$ cat src/rtl/kernel_d_vout_obuf_if.sv
// Output-buffer bundle between the vout stage, the buffer and its consumer.
//   in_data/in_valid : result words from upstream (driven by master)
//   stall            : back-pressure to upstream (driven by slave)
//   out_data/out_valid/out_ready : FWFT head word handshake to the consumer
//   count/overflow   : occupancy and sticky drop flag (driven by slave)
// slave = the buffer itself, master = the environment around it.
interface kernel_d_vout_obuf_if #(
  parameter int unsigned DATAW = 32,
  parameter int unsigned DEPTH = 8
);
  logic [DATAW-1:0]         in_data;
  logic                     in_valid;
  logic                     stall;
  logic [DATAW-1:0]         out_data;
  logic                     out_valid;
  logic                     out_ready;
  logic [$clog2(DEPTH):0]   count;
  logic                     overflow;

  modport slave (
    input  in_data, in_valid, out_ready,
    output stall, out_data, out_valid, count, overflow
  );

  modport master (
    output in_data, in_valid, out_ready,
    input  stall, out_data, out_valid, count, overflow
  );
endinterface

$ cat src/rtl/kernel_d_vout_obuf.sv
// Output FIFO behind the vout stage: circular buffer of DEPTH words with
// first-word-fall-through read, registered stall with SKID slots of headroom
// for words already in flight, and a sticky overflow flag for dropped words.
// Ports:
//   clk  : single clock, rising edge
//   rst  : asynchronous active-low reset, release synchronised by two flops
//   bus  : kernel_d_vout_obuf_if.slave (in_*, stall, out_*, count, overflow)
module kernel_d_vout_obuf #(
  parameter int unsigned DATAW = 32,
  parameter int unsigned DEPTH = 8,
  parameter int unsigned SKID  = 2
) (
  input  logic                  clk,
  input  logic                  rst,
  kernel_d_vout_obuf_if.slave   bus
);
  localparam int unsigned AW = $clog2(DEPTH);
  localparam int unsigned CW = AW + 1;
  localparam logic [CW-1:0] FULL_AT  = CW'(DEPTH);
  localparam logic [CW-1:0] STALL_AT = CW'(DEPTH - SKID);

  logic [1:0]       r_sync;
  logic [AW-1:0]    r_wr_ptr;
  logic [AW-1:0]    r_rd_ptr;
  logic [CW-1:0]    r_count;
  logic             r_stall;
  logic             r_overflow;
  logic [DATAW-1:0] r_mem [DEPTH];

  logic w_run;
  logic w_pop;
  logic w_push;
  logic w_drop;

  // Async assert; release only after two clean edges, and no push before that.
  always_ff @(posedge clk or negedge rst) begin
    if (!rst) r_sync <= '0;
    else      r_sync <= {r_sync[0], 1'b1};
  end

  assign w_run  = r_sync[1];
  assign w_pop  = bus.out_valid & bus.out_ready;
  assign w_push = w_run & bus.in_valid & ((r_count < FULL_AT) | w_pop);
  assign w_drop = w_run & bus.in_valid & ~w_push;

  // Storage is deliberately not reset.
  always_ff @(posedge clk) begin
    if (w_push) r_mem[r_wr_ptr] <= bus.in_data;
  end

  always_ff @(posedge clk or negedge rst) begin
    if (!rst) begin
      r_wr_ptr   <= '0;
      r_rd_ptr   <= '0;
      r_count    <= '0;
      r_stall    <= 1'b0;
      r_overflow <= 1'b0;
    end else begin
      if (w_push) r_wr_ptr <= r_wr_ptr + AW'(1);
      if (w_pop)  r_rd_ptr <= r_rd_ptr + AW'(1);
      case ({w_push, w_pop})
        2'b10:   r_count <= r_count + CW'(1);
        2'b01:   r_count <= r_count - CW'(1);
        default: r_count <= r_count;
      endcase
      // Registered from current occupancy: lags the count change by a cycle.
      r_stall <= (r_count >= STALL_AT);
      if (w_drop) r_overflow <= 1'b1;
    end
  end

  assign bus.out_valid = (r_count != '0);
  assign bus.out_data  = r_mem[r_rd_ptr];
  assign bus.count     = r_count;
  assign bus.stall     = r_stall;
  assign bus.overflow  = r_overflow;
endmodule

$ cat src/flat_wrapper.sv
// flat-port wrapper written by rule: the top's interface ports become plain ports
module kernel_d_vout_obuf_flat 
#(
  parameter int unsigned DATAW = 32,
  parameter int unsigned DEPTH = 8,
  parameter int unsigned SKID  = 2
)
  (clk, rst, bus_in_data, bus_in_valid, bus_out_ready, bus_stall, bus_out_data, bus_out_valid, bus_count, bus_overflow);
  kernel_d_vout_obuf_if #(.DATAW(DATAW), .DEPTH(DEPTH)) bus_i ();
  input  logic clk;
  input  logic rst;
  input wire logic [$bits(bus_i.in_data)-1:0] bus_in_data;
  input wire logic [$bits(bus_i.in_valid)-1:0] bus_in_valid;
  input wire logic [$bits(bus_i.out_ready)-1:0] bus_out_ready;
  output wire logic [$bits(bus_i.stall)-1:0] bus_stall;
  output wire logic [$bits(bus_i.out_data)-1:0] bus_out_data;
  output wire logic [$bits(bus_i.out_valid)-1:0] bus_out_valid;
  output wire logic [$bits(bus_i.count)-1:0] bus_count;
  output wire logic [$bits(bus_i.overflow)-1:0] bus_overflow;
  assign bus_i.in_data = bus_in_data;
  assign bus_i.in_valid = bus_in_valid;
  assign bus_i.out_ready = bus_out_ready;
  assign bus_stall = bus_i.stall;
  assign bus_out_data = bus_i.out_data;
  assign bus_out_valid = bus_i.out_valid;
  assign bus_count = bus_i.count;
  assign bus_overflow = bus_i.overflow;
  kernel_d_vout_obuf #(.DATAW(DATAW), .DEPTH(DEPTH), .SKID(SKID)) u_core (.clk(clk), .rst(rst), .bus(bus_i));
endmodule
$ cat config.mk
export PLATFORM = sky130hd
export DESIGN_NAME = kernel_d_vout_obuf_flat
export DESIGN_NICKNAME = d
export VERILOG_FILES = /design/src/rtl/kernel_d_vout_obuf_if.sv /design/src/rtl/kernel_d_vout_obuf.sv /design/src/flat_wrapper.sv
export SDC_FILE = /design/constraint.sdc
export NUM_CORES = 1
export LEC_CHECK = 0
export CAP_MARGIN = 30
export CORE_MARGIN = 2
export CORE_UTILIZATION = 25
export CTS_CLUSTER_SIZE = 16
export DETAILED_ROUTE_END_ITERATION = 12
export GPL_ROUTABILITY_DRIVEN = 0
export PLACE_DENSITY = 0.44
export REMOVE_ABC_BUFFERS = 1
export SYNTH_ARGS = -nofsm -noshare
export SYNTH_HDL_FRONTEND = slang
export SYNTH_SLANG_ARGS = --single-unit
$ cat constraint.sdc
create_clock -name clk -period 6.7 [get_ports clk]
set_clock_uncertainty 0.15 [all_clocks]
set_input_delay 1.34 -clock clk [delete_from_list [all_inputs] [get_ports clk]]
set_output_delay 1.34 -clock clk [all_outputs]
set_load 0.01 [all_outputs]
==> flow_summary.toml <==
[status]
outcome = "completed"

[floorplan]
fp.dieH_um = 209
die_x_um = 209
coreArea_um2 = 41700
die-area_um2 = 43600
rows = 75
initial_utilization_pct = 25.2
io_pins = 75

[timing]
hold_viol_final = 0
tns_ns = 0
max_freq_mhz = 205
slew_violations = 0
slew_headroom_pct = 55.4
fin_crit_sh_pct = 72.9
worst_pin_slew_ns = 0.669
fin_crit_ns = 4.88
setup_viol = 0
rsz0062_at_grt = "no"

[worst_setup_path]
start_kind = "flip-flop"
cp.required_ns = 5.21
rrSetupSlack_ns = 3.69
startpoint = "u_core.r_rd_ptr[0]"
reg2reg_to = "u_core.bus.count[3]"
critPathMaxFanout = 33
crit_arrival_ns = 3.39
crit_buf_inv = 2
critical_path.cell_chain = "buf_4 > mux4_1 > mux2_2 > clkdlybuf4s50_1"
r2r_start = "u_core.bus.count[1]"
path_depth = 4
crit_family = "buffers and inverters"
end_kind = "primary output"
crit_slowest_cell = "dfrtp_4"
rr_worst_depth = 8
worstSetupPathType = "reg2out"
endpoint = "bus_out_data[26]"
max_stage_delay_ns = 0.86

[clock_network]
clk_pin_slew_ns = 0.06
cts_tree = "built"
cts-root-buf = "clkbuf_16"
ctsHoldBuffers = 0
clk_latency_ns = 0.55
numCtsBuffers = 30
cts_resized = 0
clock_sinks = 270
clockBufferDepth = 3
htree_num_levels = 1
cts_setup_buffers = 0

[layout]
area_delta_synth_final_pct = 23.1
post-route-util_pct = 31.0
drive_above_1_share_pct = 25.2
final_cells = 1108
nets = 588

[placement]
place_inst = 1053
port_buffers = 74
hpwl_mm = 13.0

[worst_hold_path]
hp-class = "reg2reg"

[global_routing]
grt.met2_usage_pct = 17.9
grt_antenna_before_repair = 2
met1_usage_pct = 13.7
met3_usage_pct = 2.55
grt_usage_pct = 10.6
grt_first_pass_wirelength_mm = 34.0
grt-busiest-layer = "met2"
grt_pass1_vias = 5183
gr-total-overflow = 0
grt_max_degree = 37

[synth]
synthTopCellsByCount = "edfxtp_1, mux4_2, mux2_2"
synthCells = 445
synthArstFlopShare_pct = 5.19
ys_ff_latch = 270
netlist_area_um2 = 10500
post-synth-top-count-cell = "edfxtp_1"
synth.area.top_cells = "edfxtp_1, mux4_2, mux4_1, mux2_2, dfrtp_1"
yosys_warnings = 0
synth_ff_type = "edfxtp_1"
postSynthAreaPerCell_um2 = 23.6
synth_top_area_cell = "edfxtp_1"
yosysUniqueCellTypes = 36
ys_seq_area_share_pct = 76.6
synth_edf_count = 256
synth_top_area_share_pct = 73.3

[route]
route.detailed.drc = 0
viasPerCell = 4.25
firstDrtPassIters = 4
drt-total-wl_mm = 22.7
drtIter0Drc = 196
dr_total_vias = 4704
wl_per_cell_um = 20.5
ant_nets = 0

[power]
p_leak_nw = 4.13
total_power_mw = 5.27
power.density_nw_per_um2 = 408
irDropWorstVdd_mv = 0.185

[flow_run]
cap_violations = 0
through the flow:
stage	hold slack [ns]	setup slack, ns	cell area, µm²
4_1_cts	0.202	1.72	12900
3_5_place_dp	0.189	2.33	11900
6_report	0.199	1.82	12900
2_1_floorplan	0.181	1.89	10300
3_3_place_gp	0.185	2.37	11900
5_1_grt	0.207	1.61	12900
worst reg2reg max path: stages (launching register included):
cell,delay [ns]
dfrtp_1,0.43
or4_1,0.62
nand2_1,0.17
inv_1,0.06
ha_1,0.28
ha_1,0.39
or4b_1,0.54
o311ai_0,0.13
o211ai_1,0.13
registers in the layout (all words and copies together) (netlist names):
signal               flops
u_core.bus.count         4
u_core.bus.overflow      1
u_core.r_sync            2
u_core.r_wr_ptr          3
u_core.bus.stall         1
u_core.r_mem           256
u_core.r_rd_ptr          3
routing by layer:
layer	wire length, µm	up-vias
met5	13	-
met4	486	2
met3	1040	39
met2	11200	94
met1	10000	2472
li1	-	2097
power by group:
| group | internal, mW | switching [mW] | leakage, nW |
|---|---|---|---|
| combinational | 0.875 | 0.624 | 1.18 |
| sequential | 2.00 | 0.189 | 2.47 |
| clock | 0.952 | 0.634 | 0.477 |
| total | 3.82 | 1.45 | 4.13 |
placed cells by master, fill, tap and decap left out, drive strengths merged, types with 3 or more instances in the layout:
cell | synthesis | final
inv | 5 | 5
ha | 5 | 5
clkdlybuf4s50 | 0 | 74
clkbuf | 5 | 34
buf | 14 | 14
nor3b | 3 | 3
nand2 | 6 | 6
nand3 | 5 | 5
clkinv | 0 | 16
mux2 | 35 | 35
mux4 | 64 | 64
dfrtp | 14 | 14
xnor2 | 4 | 4
edfxtp | 256 | 256
nor2 | 6 | 6
nand2b | 3 | 3
bufinv | 0 | 3
cells by family (layout without fill, tap and decap cells):
family                     Yosys count  count (layout)  synth area share, %
and+or+nand+nor                     30              30                 1.50
other                                1               2               0.0357
buffers and inverters               24             147                 1.56
DFF                                270             270                 76.6
adders and majority gates            6               6                0.787
muxes                              100             100                 18.5
xor gates and xnor gates             5               5                0.417
AOI/OAI and AO/OA                    9               9                0.596
cell type report:
class,count,area (µm²)
well taps,539,674
fillers,4057,28800
flip-flops and latches,270,8050
clock buffers,34,787
multi-input cells,151,2340
repair buffers,88,858
diodes,1,2.50
clock inverters,20,178
inverters,5,18.8
worst min-delay path by stage:
stage                     startpoint                to  slack (ns)  cells past startpoint
floorplan           u_core.r_sync[0]  u_core.r_sync[1]        0.18                      0
global placement    u_core.r_sync[0]  u_core.r_sync[1]        0.18                      0
detailed placement  u_core.r_sync[0]  u_core.r_sync[1]        0.19                      0
CTS                 u_core.r_sync[0]  u_core.r_sync[1]        0.20                      0
global route        u_core.r_sync[0]  u_core.r_sync[1]        0.21                      0
finish              u_core.r_sync[0]  u_core.r_sync[1]        0.20                      0
Note: power is estimated with default switching activity, not from simulation.
